===== config.mk =====
export PLATFORM = sky130hd
export DESIGN_NAME = fetch_unit
export DESIGN_NICKNAME = d
export VERILOG_FILES = /design/src/rtl/fetch_unit_pkg.sv /design/src/rtl/redirect_latch.sv /design/src/rtl/fetch_unit.sv
export SDC_FILE = /design/constraint.sdc
export NUM_CORES = 1
export LEC_CHECK = 0
export BUFFER_PORTS_ARGS = -buffer_cell sky130_fd_sc_hd__buf_2
export CAP_MARGIN = 5
export CORE_ASPECT_RATIO = 1.5
export CORE_MARGIN = 3
export CORE_UTILIZATION = 37
export DETAILED_ROUTE_END_ITERATION = 10
export PLACE_DENSITY = 0.67
export SYNTH_ARGS = -nofsm -noshare
export SYNTH_HDL_FRONTEND = slang
export SYNTH_SLANG_ARGS = --single-unit

===== constraint.sdc =====
create_clock -name clk -period 5.8 [get_ports clk]
set_input_delay 0.87 -clock clk [delete_from_list [all_inputs] [get_ports clk]]
set_output_delay 0.87 -clock clk [all_outputs]
set_load 0.01 [all_outputs]

===== src/rtl/fetch_unit_pkg.sv =====
// Shared widths, reset vector and fetch FSM encoding for the instruction-fetch stage.
package fetch_unit_pkg;
  localparam int W_ADDR = 32;
  localparam int W_DATA = 32;
  localparam logic [W_ADDR-1:0] RESET_VECTOR = 32'hBFC0_0000;

  typedef enum logic [1:0] {
    S_REQ  = 2'd0,
    S_WAIT = 2'd1,
    S_HOLD = 2'd2,
    S_DROP = 2'd3
  } fetch_state_t;

  function automatic logic [W_ADDR-1:0] seq_pc(input logic [W_ADDR-1:0] pc);
    return pc + W_ADDR'(4);
  endfunction
endpackage


===== src/rtl/redirect_latch.sv =====
// Holds a taken-branch target until the delay slot hands off, and resolves next_pc.
module redirect_latch
  import fetch_unit_pkg::*;
(
  input  logic              clk,
  input  logic              rst,
  input  logic              branch,
  input  logic [W_ADDR-1:0] branch_addr,
  input  logic              handoff,
  input  logic              flush,
  input  logic [W_ADDR-1:0] pc,
  output logic              redir_v,
  output logic [W_ADDR-1:0] redir_addr,
  output logic [W_ADDR-1:0] next_pc
);
  always_ff @(posedge clk or posedge rst) begin
    if (rst) begin
      redir_v    <= 1'b0;
      redir_addr <= '0;
    end else if (flush || handoff) begin
      redir_v    <= 1'b0;
    end else if (branch) begin
      redir_v    <= 1'b1;
      redir_addr <= branch_addr;
    end
  end

  // A live branch wins over the latch: it is the same target, just not yet stored.
  assign next_pc = branch ? branch_addr : redir_v ? redir_addr : seq_pc(pc);
endmodule


===== src/rtl/fetch_unit.sv =====
// MIPS IF stage: PC owner, req/addr_ok/data_ok fetch port, IF/ID handoff.
// Optional FETCH_ADEL_EN: misaligned PCs skip memory and present a nop flagged if_adel.
module fetch_unit
  import fetch_unit_pkg::*;
#(
  parameter logic [W_ADDR-1:0] RESET_PC = RESET_VECTOR
) (
  input  logic              clk,
  input  logic              rst,
  input  logic              stall,
  input  logic              flush,
  input  logic [W_ADDR-1:0] flush_addr,
  input  logic              branch,
  input  logic [W_ADDR-1:0] branch_addr,
  output logic              inst_req,
  output logic [W_ADDR-1:0] inst_addr,
  input  logic              inst_addr_ok,
  input  logic              inst_data_ok,
  input  logic [W_DATA-1:0] inst_rdata,
  output logic              if_valid,
  output logic [W_ADDR-1:0] if_pc,
  output logic [W_DATA-1:0] if_inst,
  output logic              if_adel
);
  fetch_state_t      state, state_n;
  logic [W_ADDR-1:0] pc, pc_n, out_pc, out_pc_n;
  logic [W_DATA-1:0] out_inst, out_inst_n;
  logic              handoff, misaligned;
  logic              redir_v;
  logic [W_ADDR-1:0] redir_addr, next_pc;
  logic              unused_redir;

`ifdef FETCH_ADEL_EN
  logic out_adel;
  assign misaligned = |pc[1:0];
  assign inst_addr  = pc;
  assign if_adel    = out_adel;

  always_ff @(posedge clk or posedge rst) begin
    if (rst)                                out_adel <= 1'b0;
    else if (flush)                         out_adel <= 1'b0;
    else if (state == S_REQ && misaligned)  out_adel <= 1'b1;
    else if (state == S_WAIT && inst_data_ok) out_adel <= 1'b0;
  end
`else
  assign misaligned = 1'b0;
  assign inst_addr  = {pc[W_ADDR-1:2], 2'b00};
  assign if_adel    = 1'b0;
`endif

  assign inst_req = !rst && state == S_REQ && !misaligned;
  assign if_valid = state == S_HOLD;
  assign if_pc    = out_pc;
  assign if_inst  = out_inst;
  assign handoff  = state == S_HOLD && !stall && !flush;

  redirect_latch u_redir (
    .clk        (clk),
    .rst        (rst),
    .branch     (branch),
    .branch_addr(branch_addr),
    .handoff    (handoff),
    .flush      (flush),
    .pc         (pc),
    .redir_v    (redir_v),
    .redir_addr (redir_addr),
    .next_pc    (next_pc)
  );
  // Latch contents are only consumed through next_pc; kept as named nets for debug.
  assign unused_redir = ^{redir_v, redir_addr};

  always_comb begin
    state_n    = state;
    pc_n       = pc;
    out_pc_n   = out_pc;
    out_inst_n = out_inst;
    if (flush) begin
      pc_n       = flush_addr;
      out_pc_n   = '0;
      out_inst_n = '0;
      // An accepted-but-unanswered request must still be drained in S_DROP.
      case (state)
        S_REQ:   state_n = (inst_req && inst_addr_ok) ? S_DROP : S_REQ;
        S_WAIT:  state_n = inst_data_ok ? S_REQ : S_DROP;
        S_DROP:  state_n = inst_data_ok ? S_REQ : S_DROP;
        default: state_n = S_REQ;
      endcase
    end else begin
      case (state)
        S_REQ: begin
          if (misaligned) begin
            state_n    = S_HOLD;
            out_pc_n   = pc;
            out_inst_n = '0;
          end else if (inst_addr_ok) begin
            state_n = S_WAIT;
          end
        end
        S_WAIT: begin
          if (inst_data_ok) begin
            state_n    = S_HOLD;
            out_pc_n   = pc;
            out_inst_n = inst_rdata;
          end
        end
        S_HOLD: begin
          if (!stall) begin
            pc_n    = next_pc;
            state_n = S_REQ;
          end
        end
        S_DROP:  if (inst_data_ok) state_n = S_REQ;
        default: state_n = S_REQ;
      endcase
    end
  end

  always_ff @(posedge clk or posedge rst) begin
    if (rst) begin
      state    <= S_REQ;
      pc       <= RESET_PC;
      out_pc   <= '0;
      out_inst <= '0;
    end else begin
      state    <= state_n;
      pc       <= pc_n;
      out_pc   <= out_pc_n;
      out_inst <= out_inst_n;
    end
  end
endmodule

; After elaboration in Yosys (flattened, before gate mapping)
; Index checks and enable logic that the tools add are counted.
[op_classes]
add_sub_neg = 1
mul = 0
div_mod_pow = 0
magnitude_cmp = 0
n_eq_ne = 8
shifts = 0
muxes = 22
n_bitwise = 1
reduce_logical = 18
[ops]
columns = op, count
row1 = 32-bit 2-to-1 mux, 11
row2 = "32-bit by 3-bit adder with 32-bit output, second input constant", 1
row3 = 2-bit 2-to-1 mux, 7
row4 = "3-bit != test, second input constant", 4
row5 = 2-bit one-hot mux with 4 select lines, 1
row6 = 2-bit nonzero test, 4
row7 = 2-bit AND reduction, 3
row8 = "2-bit equality test, second input constant", 2
row9 = 1-bit logical AND, 4
row10 = 2-bit one-hot mux with 2 select lines, 1
row11 = 4-bit AND reduction, 1
row12 = 1-bit zero test, 3
row13 = "2-bit by 1-bit equality test with 1-bit output, second input constant", 1
row14 = 2-bit zero test, 1
row15 = 1-bit 2-to-1 mux, 2
row16 = "2-bit by 1-bit != test with 1-bit output, second input constant", 1
row17 = 2-bit OR reduction, 1
row18 = 1-bit logical OR, 1
row19 = 1-bit inverter, 1
[word_totals]
register_bits = 131
latchBits = 0
ramBits = 0
rom_bits = 0
input_bits = 103
output_inout_bits = 99
n_memories = 0

; Longest topological paths before layout
[logic_depth]
ltp_word = 6
ltp_mapped = 7
depth_no_buf = 6

; Hierarchy
; From an unflattened synthesis, not the netlist that was laid out.
[unflattened]
cells_unflattened = 736
area_unflattened_um2 = 6956.7
[modules_own_cells]
columns = mod, instances, cells_each, area_each_um2, seq_area_each_um2
row1 = fetch_unit, 1, 476, 4493.1, 2463.6
row2 = redirect_latch, 1, 260, 2463.6, 825.8

; Worst setup path after synthesis
; OpenSTA, ideal clock, no wires.
[synth_path]
path_type = input to register
from = input port rst
to = register state[0]
setup_time_ps = 88
arrival_ps = 3799
slack_ps = 1913
cell_stages = 3
n_path_buf = 0
path_cell_list = inv_1 nor2_1 o21ai_0
[synth_via]
elab_chain_cells = 6
[synth_lines]
columns = item, line_no
row1 = start: declaration, fetch_unit.sv:9  ; input logic rst,
row2 = 1-bit zero test (no source line), -
row3 = 1-bit logical AND, fetch_unit.sv:51  ; assign inst_req = !rst && state == S_REQ && !misaligned;
row4 = 1-bit logical AND, fetch_unit.sv:83  ; S_REQ: state_n = (inst_req && inst_addr_ok) ? S_DROP : S_REQ;
row5 = 2-bit 2-to-1 mux, fetch_unit.sv:83
row6 = 2-bit one-hot mux with 2 select lines, fetch_unit.sv:82  ; case (state)
row7 = 2-bit 2-to-1 mux, fetch_unit.sv:77  ; if (flush) begin
row8 = end signal: assignment, fetch_unit.sv:125  ; state <= state_n;
row9 = end: declaration, fetch_unit.sv:25  ; fetch_state_t state, state_n;
; Every way passes these cells.
; A chain may end at the register's enable or synchronous reset.

; Worst setup path after layout
[layout_path]
from = register state[0]
to = register u_redir.redir_addr[31]
[layout_via]
elab_chain_cells = 6
[layout_lines]
columns = item, line_no
row1 = 2-bit equality test, fetch_unit.sv:55  ; assign handoff = state == S_HOLD && !stall && !flush;
row2 = 1-bit logical AND (2 in a row), fetch_unit.sv:55
row3 = 1-bit logical OR, redirect_latch.sv:20  ; end else if (flush || handoff) begin
row4 = 1-bit inverter (no source line), -
row5 = 2-bit AND reduction (no source line), -
row6 = end signal: assignment, redirect_latch.sv:24  ; redir_addr <= branch_addr;
row7 = end: declaration, redirect_latch.sv:13  ; output logic [W_ADDR-1:0] redir_addr,
; Every way passes these cells.

==> results_dict.tcl <==
set metrics [dict create \
    routed_via_density 5.26 \
    hpwl_mm 14.5 \
    cts_buffers 17 \
    ys_async_sr_fraction_pct 100 \
    core-area_sq_mm 0.0187 \
    synth-seq-cells 131 \
    slowest_delay_ps 980 \
    yosysSeqAreaShare_pct 46.4 \
    finalSetupViolCount 0 \
    die_h_um 175 \
    multi_input_area_sq_mm 0.00326 \
    drc 0 \
    final_util_pct 45.9 \
    endpoint_kind "flip-flop" \
    fp-row-count 61 \
    synth_edf_count 0 \
    firstDrtPassIters 5 \
    cts_setup_buffers 0 \
    yosys_warnings 0 \
    yosysUniqueCellTypes 63 \
    relSlewSlack_pct 30.5 \
    rsz0062_at_grt "no" \
    track_usage_pct 19.4 \
    slowest_stage "and3_2" \
    cts_resized 0 \
    antenna_found_initial 2 \
    cts-root-buf "clkbuf_16" \
    p_per_area_mw_per_mm2 343 \
    start_util_pct 37.9 \
    synth_top_area_share_pct 43.1 \
    syn-instance-count 788 \
    cts_tree "done" \
    r2r_start "state[0]" \
    min_period_over_period_pct 44.6 \
    maxCapViolCount 0 \
    place_congestion 0.891 \
    yosys-top-cells-area "dfrtp_1 43%, nand2_1 10%, a21oi_1 7.2%" \
    drtIter0Drc 477 \
    num_io_pins 202 \
    r2r_cells 3 \
    fillCellCount 1836 \
    grt_start_max_net_pins 92 \
    worst_pin_slew_ps 1040 \
    hp-class "reg -> reg" \
    synth.avg_cell_area_sq_um 8.99 \
    routed_wl_mm 20.8 \
    critPathArrivalTime_ps 2890 \
    fmax_mhz 386 \
    grt_pass1_wl_mm 32.4 \
    dieArea_sq_mm 0.0209 \
    io_buffers 198 \
    min_from "u_redir.redir_addr[30]" \
    gr-total-overflow 0 \
    p_leak_nw 4.01 \
    fin_crit_ps 2590 \
    worstSetupPathType "reg -> reg" \
    ir_drop_uv 190 \
    cts_hold_buf 0 \
    vias 6277 \
    fin_nets 1031 \
    drive_gt1_share_pct 31.3 \
    crit_buf_inv 0 \
    clk_pin_slew_worst_paths_ps 60 \
    cp_max_fo 32 \
    worstPathCellList "or3b_1, and3_2, mux2_2" \
    ant_nets 0 \
    netlist_area_sq_mm 0.00708 \
    run_status "finished, final reports clean" \
    fin_worst_skew_ps 8.19 \
    yosysTopAreaCell "dfrtp_1" \
    r2r_end "u_redir.redir_addr[31]" \
    crit_family "simple AND/OR/NAND/NOR gates" \
    htree_levels 4 \
    grt_pass1_vias 5947 \
    regArea_sq_mm 0.00329 \
    cts.sinks 131 \
    clk_path_buf_depth 2 \
    whs_path_depth 1 \
    startpoint_type "flip-flop" \
    drv_slew 0 \
    required_ps 6100 \
    min_to "u_redir.redir_addr[30]" \
    die_w_um 119 \
    syn_to_final_growth_pct 21.1 \
    wl_per_cell_um 17.4 \
    insertion_delay_ps 410 \
    fin_tns_setup_ps 0 \
    rrSetupSlack_ps 3210 \
    synth_ff_type "dfrtp_1" \
    hold_violations 0 \
]
==> registers in the layout (all words and copies together), names as in the netlist <==
register / flops
state: 2
u_redir.redir_v: 1
u_redir.redir_addr: 32
if_inst: 32
if_pc: 32
pc: 32
==> cells in the mapped netlist (9+ instances only) <==
library cell	count
mux2i_1	12
a21oi_1	102
o21ai_0	45
nand4_1	11
buf_1	16
nand3_1	15
dfrtp_1	122
nor3_1	9
buf_2	11
and3_1	11
nand2_1	192
nor2_1	26
mux2_4	30
buf_4	34
dfstp_2	9
o211ai_1	13
clkbuf_1	23
==> layout by cell type, fill, tap and decap left out, types with 12 or more instances in the layout <==
cell / synthesis / final
mux2i_1: 12 / 12
a21oi_1: 102 / 102
nand3_1: 15 / 14
buf_2: 11 / 197
nand2_1: 192 / 192
dfrtp_1: 122 / 122
o211ai_1: 13 / 13
clkbuf_16: 0 / 17
nor2_1: 26 / 26
mux2_4: 30 / 30
o21ai_0: 45 / 45
==> metrics by stage <==
stage | hold WS [ps] | std cells | power, mW | instance area (sq um) | setup slack [ps]
floorplan | 480 | 790 | 1.67 | 7090 | 1430
global placement | 490 | 1160 | 1.86 | 7970 | 2860
detailed placement | 492 | 1160 | 1.87 | 7970 | 2840
CTS | 510 | 1192 | 2.97 | 8570 | 3210
global route | 524 | 1194 | 3.10 | 8580 | 3100
finish | 512 | 1194 | 2.94 | 8580 | 3210
==> per-layer routing <==
| layer | GRT usage (%) | share of wire (%) |
|---|---|---|
| met1 | 24.7 | 41 |
| met3 | 3.38 | 4.7 |
| met2 | 33.0 | 51 |
| met4 | 7.49 | 3.0 |
| met5 | 0 | 0 |
==> worst max path at each step <==
stage	cells past startpoint	start	slack, ps	endpoint
5_1_grt	3	state[0]	3100	u_redir.redir_addr[31]
6_report	3	state[0]	3210	u_redir.redir_addr[31]
3_3_place_gp	4	stall	2860	u_redir.redir_addr[31]
2_1_floorplan	1	rst	1430	if_inst[0]
4_1_cts	3	state[0]	3210	u_redir.redir_addr[31]
3_5_place_dp	4	stall	2840	u_redir.redir_addr[31]
==> where the power goes <==
part	switching [mW]	internal [mW]	total, mW	leakage, nW
Sequential	0.143	1.06	1.20	1.66
Clock	0.419	0.669	1.09	0.282
Combinational	0.371	0.286	0.656	2.07
Total	0.932	2.01	2.94	4.01
==> logic make-up (layout without fill, tap and decap cells) <==
logic type      after synthesis  in the layout  synth area share, %
other cells                   1              5               0.0530
buf+inv                     100            250                 7.84
compound gates              208            208                 17.3
flops                       131            131                 46.4
mux                          45             45                 8.53
xor+xnor                      9              9                 1.11
fa+ha+maj                     1              1                0.177
simple gates                293            293                 18.5
==> final cells by class <==
class	count	area share, %
Multi-Input combinational cell	559	38.0
Sequential cell	131	38.4
Antenna cell	2	0.0584
Clock inverter	11	1.47
Clock buffer	21	5.49
Timing Repair Buffer	208	12.5
Inverter	10	0.496
Tap cell	252	3.68
Power figures use the tool's default switching activity.
